--- src/rtl/inferno_rom_loader_if.sv ---
// rtl/inferno_rom_loader_if.sv - ioctl download bus in, dn ROM-load bus out
interface inferno_rom_loader_if #(
  parameter int ADDR_W = 18
);
  logic              ioctl_download;
  logic [15:0]       ioctl_index;
  logic              ioctl_wr;
  logic [24:0]       ioctl_addr;
  logic [7:0]        ioctl_dout;
  logic [ADDR_W-1:0] dn_addr;
  logic [7:0]        dn_data;
  logic              dn_wr;

  modport master (
    output ioctl_download, ioctl_index, ioctl_wr, ioctl_addr, ioctl_dout,
    input  dn_addr, dn_data, dn_wr
  );

  modport slave (
    input  ioctl_download, ioctl_index, ioctl_wr, ioctl_addr, ioctl_dout,
    output dn_addr, dn_data, dn_wr
  );
endinterface

--- src/rtl/inferno_rom_loader.sv ---
// rtl/inferno_rom_loader.sv - filters hps_io ROM download into williams2 dn_* writes
// and holds the core in reset until a download completes plus a settle period.
module inferno_rom_loader #(
  parameter int          ADDR_W    = 18,
  parameter logic [15:0] DN_INDEX  = 16'd0,
  parameter logic [18:0] EXP_BYTES = 19'h28000,
  parameter int          POST_HOLD = 16
) (
  input  logic                 clk_sys,
  input  logic                 reset_n,
  inferno_rom_loader_if.slave  io,
  output logic                 core_reset,
  output logic                 rom_ok,
  output logic                 rom_err,
  output logic [18:0]          byte_count
);
  localparam int            HW        = (POST_HOLD > 1) ? $clog2(POST_HOLD) : 1;
  localparam logic [HW-1:0] HOLD_INIT = HW'(POST_HOLD - 1);

  typedef enum logic [2:0] {
    ST_IDLE,
    ST_LOAD,
    ST_CHECK,
    ST_HOLD,
    ST_RUN
  } state_t;

  state_t        state, state_nx;
  logic [HW-1:0] hold_cnt;
  logic          ovf;
  logic          start;
  logic          in_range;
  logic          accept;
  logic          ok_nx;

  // A matching download restarts the load from any state except LOAD itself.
  assign start    = io.ioctl_download && (io.ioctl_index == DN_INDEX) && (state != ST_LOAD);
  assign in_range = (io.ioctl_addr[24:ADDR_W] == '0);
  assign accept   = (state == ST_LOAD) && io.ioctl_wr && in_range;
  assign ok_nx    = (byte_count == EXP_BYTES) && !ovf;

  assign core_reset = (state != ST_RUN);

  always_comb begin
    state_nx = state;
    case (state)
      ST_LOAD:  if (!io.ioctl_download) state_nx = ST_CHECK;
      ST_CHECK: state_nx = ST_HOLD;
      ST_HOLD:  if (hold_cnt == '0) state_nx = ST_RUN;
      default:  state_nx = state;
    endcase
    if (start) state_nx = ST_LOAD;
  end

  always_ff @(posedge clk_sys or negedge reset_n) begin
    if (!reset_n) state <= ST_IDLE;
    else          state <= state_nx;
  end

  always_ff @(posedge clk_sys or negedge reset_n) begin
    if (!reset_n) begin
      io.dn_wr   <= 1'b0;
      io.dn_addr <= '0;
      io.dn_data <= '0;
      byte_count <= '0;
      rom_ok     <= 1'b0;
      rom_err    <= 1'b0;
      ovf        <= 1'b0;
      hold_cnt   <= '0;
    end else begin
      io.dn_wr <= accept;
      if (accept) begin
        io.dn_addr <= io.ioctl_addr[ADDR_W-1:0];
        io.dn_data <= io.ioctl_dout;
        if (byte_count != 19'h7FFFF) byte_count <= byte_count + 19'd1;
      end
      if ((state == ST_LOAD) && io.ioctl_wr && !in_range) ovf <= 1'b1;

      if (state == ST_CHECK) begin
        rom_ok   <= ok_nx;
        rom_err  <= !ok_nx;
        hold_cnt <= HOLD_INIT;
      end else if ((state == ST_HOLD) && (hold_cnt != '0)) begin
        hold_cnt <= hold_cnt - 1'b1;
      end

      if (start) begin
        byte_count <= '0;
        rom_ok     <= 1'b0;
        rom_err    <= 1'b0;
        ovf        <= 1'b0;
      end
    end
  end
endmodule

--- src/flat_wrapper.sv ---
// flat-port wrapper written by rule: the top's interface ports become plain ports
module inferno_rom_loader_flat 
#(
  parameter int          ADDR_W    = 18,
  parameter logic [15:0] DN_INDEX  = 16'd0,
  parameter logic [18:0] EXP_BYTES = 19'h28000,
  parameter int          POST_HOLD = 16
)
  (clk_sys, reset_n, core_reset, rom_ok, rom_err, byte_count, io_ioctl_download, io_ioctl_index, io_ioctl_wr, io_ioctl_addr, io_ioctl_dout, io_dn_addr, io_dn_data, io_dn_wr);
  inferno_rom_loader_if #(.ADDR_W(ADDR_W)) io_i ();
  input  logic clk_sys;
  input  logic reset_n;
  output logic core_reset;
  output logic rom_ok;
  output logic rom_err;
  output logic [18:0] byte_count;
  input wire logic [$bits(io_i.ioctl_download)-1:0] io_ioctl_download;
  input wire logic [$bits(io_i.ioctl_index)-1:0] io_ioctl_index;
  input wire logic [$bits(io_i.ioctl_wr)-1:0] io_ioctl_wr;
  input wire logic [$bits(io_i.ioctl_addr)-1:0] io_ioctl_addr;
  input wire logic [$bits(io_i.ioctl_dout)-1:0] io_ioctl_dout;
  output wire logic [$bits(io_i.dn_addr)-1:0] io_dn_addr;
  output wire logic [$bits(io_i.dn_data)-1:0] io_dn_data;
  output wire logic [$bits(io_i.dn_wr)-1:0] io_dn_wr;
  assign io_i.ioctl_download = io_ioctl_download;
  assign io_i.ioctl_index = io_ioctl_index;
  assign io_i.ioctl_wr = io_ioctl_wr;
  assign io_i.ioctl_addr = io_ioctl_addr;
  assign io_i.ioctl_dout = io_ioctl_dout;
  assign io_dn_addr = io_i.dn_addr;
  assign io_dn_data = io_i.dn_data;
  assign io_dn_wr = io_i.dn_wr;
  inferno_rom_loader #(.ADDR_W(ADDR_W), .DN_INDEX(DN_INDEX), .EXP_BYTES(EXP_BYTES), .POST_HOLD(POST_HOLD)) u_core (.clk_sys(clk_sys), .reset_n(reset_n), .io(io_i), .core_reset(core_reset), .rom_ok(rom_ok), .rom_err(rom_err), .byte_count(byte_count));
endmodule
--- config.mk ---
export PLATFORM = sky130hd
export DESIGN_NAME = inferno_rom_loader_flat
export DESIGN_NICKNAME = d
export VERILOG_FILES = /design/src/rtl/inferno_rom_loader_if.sv /design/src/rtl/inferno_rom_loader.sv /design/src/flat_wrapper.sv
export SDC_FILE = /design/constraint.sdc
export NUM_CORES = 1
export LEC_CHECK = 0
export ABC_AREA = 1
export BUFFER_PORTS_ARGS = -buffer_cell sky130_fd_sc_hd__buf_2
export CORE_AREA = 2 2 81 83
export DETAILED_ROUTE_END_ITERATION = 8
export DIE_AREA = 0 0 83 85
export PLACE_DENSITY = 0.79
export SLEW_MARGIN = 20
export SYNTH_ARGS = -nofsm -noshare
export SYNTH_HDL_FRONTEND = slang
export SYNTH_SLANG_ARGS = --single-unit
--- constraint.sdc ---
create_clock -name clk_sys -period 2 [get_ports clk_sys]
set_input_delay 0.1 -clock clk_sys [delete_from_list [all_inputs] [get_ports clk_sys]]
set_output_delay 0.1 -clock clk_sys [all_outputs]
set_load 0.005 [all_outputs]
Word level (Yosys, flattened, before mapping)
Index checks and enable logic that the tools add are counted.

Register bits after elaboration: 56. Input port bits: 53. Output and inout bits: 49. Word-level logic and storage cells: 57.

Add/sub/neg operators: 2. Equality and inequality tests: 9. Mux-type cells: 15. Reduce and logical (&&, ||, !) cells: 22.

Operators with widths (count): $mux W19 (3); $add A19 B1 Y19 const B (1); $eq A19 B18 Y1 const B (1); $ne A19 B19 Y1 const B (1); $logic_not A16 Y1 (1); $reduce_bool A2 Y1 (5); $mux W3 (3); $pmux W3 S3 (1); $mux W4 (2); $reduce_bool A4 Y1 (2); $logic_and A1 B1 Y1 (7); $logic_not A7 Y1 (1); $eq A3 B2 Y1 const B (2); $mux W1 (6); $ne A3 B1 Y1 const B (2); $logic_not A4 Y1 (1); $sub A4 B1 Y4 const B (1); $eq A3 B1 Y1 const B (1); $logic_not A1 Y1 (3); $ne A3 B2 Y1 const B (1); $ne A3 B3 Y1 const B (1); $reduce_and A3 Y1 (1); $reduce_and A2 Y1 (1).

Longest topological paths before layout
Depth in word-level cells: 5. Mapped depth: 9. Gate-level depth less buffers: 9.

Least setup slack after synthesis
No wires, ideal clock.

Path kind: reg2reg. Start: register u_core.byte_count[0]. End: register u_core.byte_count[12]. Arrival: 1.531 ns. Path slack: 0.351 ns. Stages on the path, launching flop included: 10. Buffers on the path: 1. Clock period less this slack: 1.649 ns. Path through: dfrtp_1 > ha_1 > nand2_2 > nor2_4 > nand2_4 > nor3_2 > o21ai_2 > buf_6 > nand2_1 > o21ai_2.

Cells in the longest elaborated chain, start to end: 4. Elaborated cells on any way between the ends: 7. Classes of those cells: add/sub (1); eq/ne (1); mux (3); reduce/logical (2).

RTL lines: start: declaration (line inferno_rom_loader.sv:15) `output logic [18:0] byte_count`; start signal: assignment (line inferno_rom_loader.sv:75) `if (byte_count != 19'h7FFFF) byte_count <= byte_count + 19'd1;`; $add A19 B1 Y19 (line inferno_rom_loader.sv:75); $mux W19 (line inferno_rom_loader.sv:75); $mux W19 (line inferno_rom_loader.sv:72) `if (accept) begin`; $mux W19 (line inferno_rom_loader.sv:87) `if (start) begin`.

Parallel ways exist; a longest one is shown, timed or not. The select of a mux whose other input is x is not followed. A chain may end at the register's enable or synchronous reset.

Final worst setup path
Start: register u_core.byte_count[0]. End: register u_core.byte_count[4].

Same word-level chain as after synthesis.

==> flow_metrics.env <==
export IMPL_grt_total_usage_pct=23.85
export IMPL_syn_nets=467
export IMPL_fin_skew_ns=0.008014
export IMPL_grt_pass1_vias=3077
export IMPL_rows=29
export IMPL_fin_crit_ns=1.913
export IMPL_hold_viol_final=0
export IMPL_path_class="reg -> reg"
export IMPL_drt_initial_drc_count=253
export IMPL_worst_setup_path_start_kind="flip-flop"
export IMPL_holdPathStages=5
export IMPL_startpoint="u_core.byte_count[0]"
export IMPL_p_leak_uw=0.002331
export IMPL_cts_max_path_buffers=2
export IMPL_io_buffers=101
export IMPL_synth_distinct_cells=26
export IMPL_outcome="complete, no violations"
export IMPL_wirelength_um=8310
export IMPL_synth_seq_area_share_pct=45.96
export IMPL_fmax_mhz=522.8
export IMPL_syn_inst=411
export IMPL_timing_rr_start="u_core.byte_count[0]"
export IMPL_drv_cap=0
export IMPL_synth_seq_cells=56
export IMPL_vias_per_cell=5.083
export IMPL_path_cells="ha_1 > nand2_2 > nor2_4 > nand2_4 > nor3_2 > o21ai_2 > nand2_2 > o21ai_2"
export IMPL_firstDrtPassIters=5
export IMPL_hold_start="io_ioctl_wr"
export IMPL_initial_utilization_pct=49.14
export IMPL_grt_overflow=0
export IMPL_cts_tree="done"
export IMPL_grt_antenna_before_repair=0
export IMPL_worstSetupEndpointType="flip-flop"
export IMPL_syn_cell_area_um2=3049
export IMPL_dpl_cell_area_um2=3751
export IMPL_ant_nets=0
export IMPL_via_count=3238
export IMPL_clockRootBuffer="clkbuf_8"
export IMPL_syn_avg_cell_area_um2=7.419
export IMPL_drc=0
export IMPL_die_area_um2=7055
export IMPL_final_cell_mix="nand2_1 (164), buf_2 (101), nor2_1 (58), dfrtp_1 (56), inv_1 (32)"
export IMPL_cellPowerDensity_nw_per_um2=464.7
export IMPL_crit_required_ns=2.18
export IMPL_grt_pass1_wl_um=13890
export IMPL_layout_commonest_cell="nand2_1"
export IMPL_htree_levels=2
export IMPL_fillers=507
export IMPL_finalMaxSlewViolations=0
export IMPL_clk_pin_slew_worst_paths_ns=0.11
export IMPL_cts_buffers=5
export IMPL_setup_violations=0
export IMPL_post_cts_buffers=0
export IMPL_fin_crit_sh_pct=95.64
export IMPL_dieHeight_um=85
export IMPL_cp_slowest_stage_delay_ns=0.37
export IMPL_vdd_drop_max_mv=0.3639
export IMPL_area_delta_synth_final_pct=35.41
export IMPL_core_area_um2=6205
export IMPL_hold_path_class="in -> reg"
export IMPL_drive_above_1_share_pct=28.57
export IMPL_diodes=0
export IMPL_relSlewSlack_pct=47.67
export IMPL_grt_max_degree=28
export IMPL_stdcell_area_um2=4129
export IMPL_worst_r2r_path_depth=8
export IMPL_whs_ns=0.2210
export IMPL_worst_slew_pin_slew_ns=0.7848
export IMPL_nets=615
export IMPL_post_place_ws_ns=-0.1430
export IMPL_ios=102
export IMPL_cp_max_fo=11
export IMPL_layout_setup_ws_ns=0.08717
export IMPL_worstSkewPairLatency_ns=0.31
export IMPL_dp_hpwl_um=5652
export IMPL_worstPathArrival_ns=2.09
export IMPL_yosys_warnings=0
export IMPL_crit_path_top_delay_cell="dfrtp_1"
export IMPL_numClockSinks=56
export IMPL_dieWidth_um=83
export IMPL_finalWeightedCongestion=1.022
export IMPL_avgRoutedWirePerCell_um=13.05
## critical path, delay by kind of cell (launching register included)
kind            cells  cell delay [ns]
fa+ha+maj           1             0.22
flops               1             0.37
simple gates        5             0.82
compound gates      2             0.36
## final timing paths
check | end | slack [ns]
setup / recovery | u_core.byte_count[4] | 0.09
hold / removal | u_core.ovf | 0.22
setup reg to reg | u_core.byte_count[4] | 0.09
hold reg to reg | u_core.io.dn_data[4] | 0.49
max in group asynchronous | u_core.byte_count[10] | 0.99
min in group asynchronous | u_core.io.dn_addr[12] | 0.31
## metrics by stage
stage / total power [uW] / utilization, % / instances / TNS [ns]
floorplan: 1177 / - / 411 / 0
global placement: 1256 / 60.46 / 601 / -0.3157
detailed placement: 1258 / 60.46 / 601 / -1.237
CTS: 1942 / 66.40 / 636 / 0
global route: 2003 / 66.55 / 637 / -0.02124
finish: 1919 / 66.55 / 637 / 0
## power breakdown
group | switching [uW] | internal (uW) | leakage (uW)
Combinational | 60.2 | 81.8 | 0.00156
Sequential | 2.03 | 1130 | 0.000718
Clock | 388 | 252 | 0.0000485
## cells in the mapped netlist (all sizes together)
cell    instances  share of area [%]
a31oi           1               0.21
buf             6                1.4
o21ai          18                4.4
a21oi           7                1.5
nand3          21                3.6
ha              3                1.2
nand4          11                2.3
o211ai          1               0.25
clkbuf          2               0.25
inv            35                4.3
nand2         170                 22
nand3b          1               0.25
nor2           64                8.9
dfrtp          56                 46
xor2            9                2.6
nor3            6                1.1
## metal layers
layer | vias up | global-route usage, % | wire [um]
li1 | 1578 | - | -
met1 | 1464 | 31.13 | 3513
met2 | 175 | 39.74 | 3933
met3 | 21 | 4.864 | 670
met4 | 0 | 8.495 | 193
met5 | - | 0 | 0
## sequential cells by signal, indices dropped and copies added, names as in the netlist
signal / cells
u_core.ovf: 1
u_core.io.dn_addr: 18
u_core.io.dn_data: 8
u_core.rom_ok: 1
u_core.byte_count: 19
u_core.io.dn_wr: 1
u_core.state: 3
u_core.rom_err: 1
u_core.hold_cnt: 4
## timing repair
item | in CTS | in global routing
pin swaps | 0 | 1
hold endpoints to repair | 51 | 0
resized for setup | 1 | 0
endpoints found under the setup margin | 15 | 2
hold buffers | 27 | 0
cloned | 0 | 1
## cell families (layout without fill, tap and decap cells)
logic type / count (synthesis) / in the layout / synth area share, %
DFF: 56 / 56 / 45.96
adders and majority gates: 3 / 3 / 1.231
xor gates and xnor gates: 9 / 9 / 2.585
AOI/OAI and AO/OA: 27 / 28 / 6.402
buffers and inverters: 43 / 191 / 5.950
and+or+nand+nor: 273 / 273 / 37.87
## final cells by class
cell class	count	area [um^2]	share of cell area, %
inverter	35	131.4	3.182
tap	77	96.34	2.333
multi-input combinational	313	1483	35.91
sequential	56	1401	33.94
clock buffer	5	68.82	1.667
clock inverter	3	22.52	0.5455
timing repair buffer	148	925.9	22.42
No activity file was read; power rests on OpenSTA's default activity.
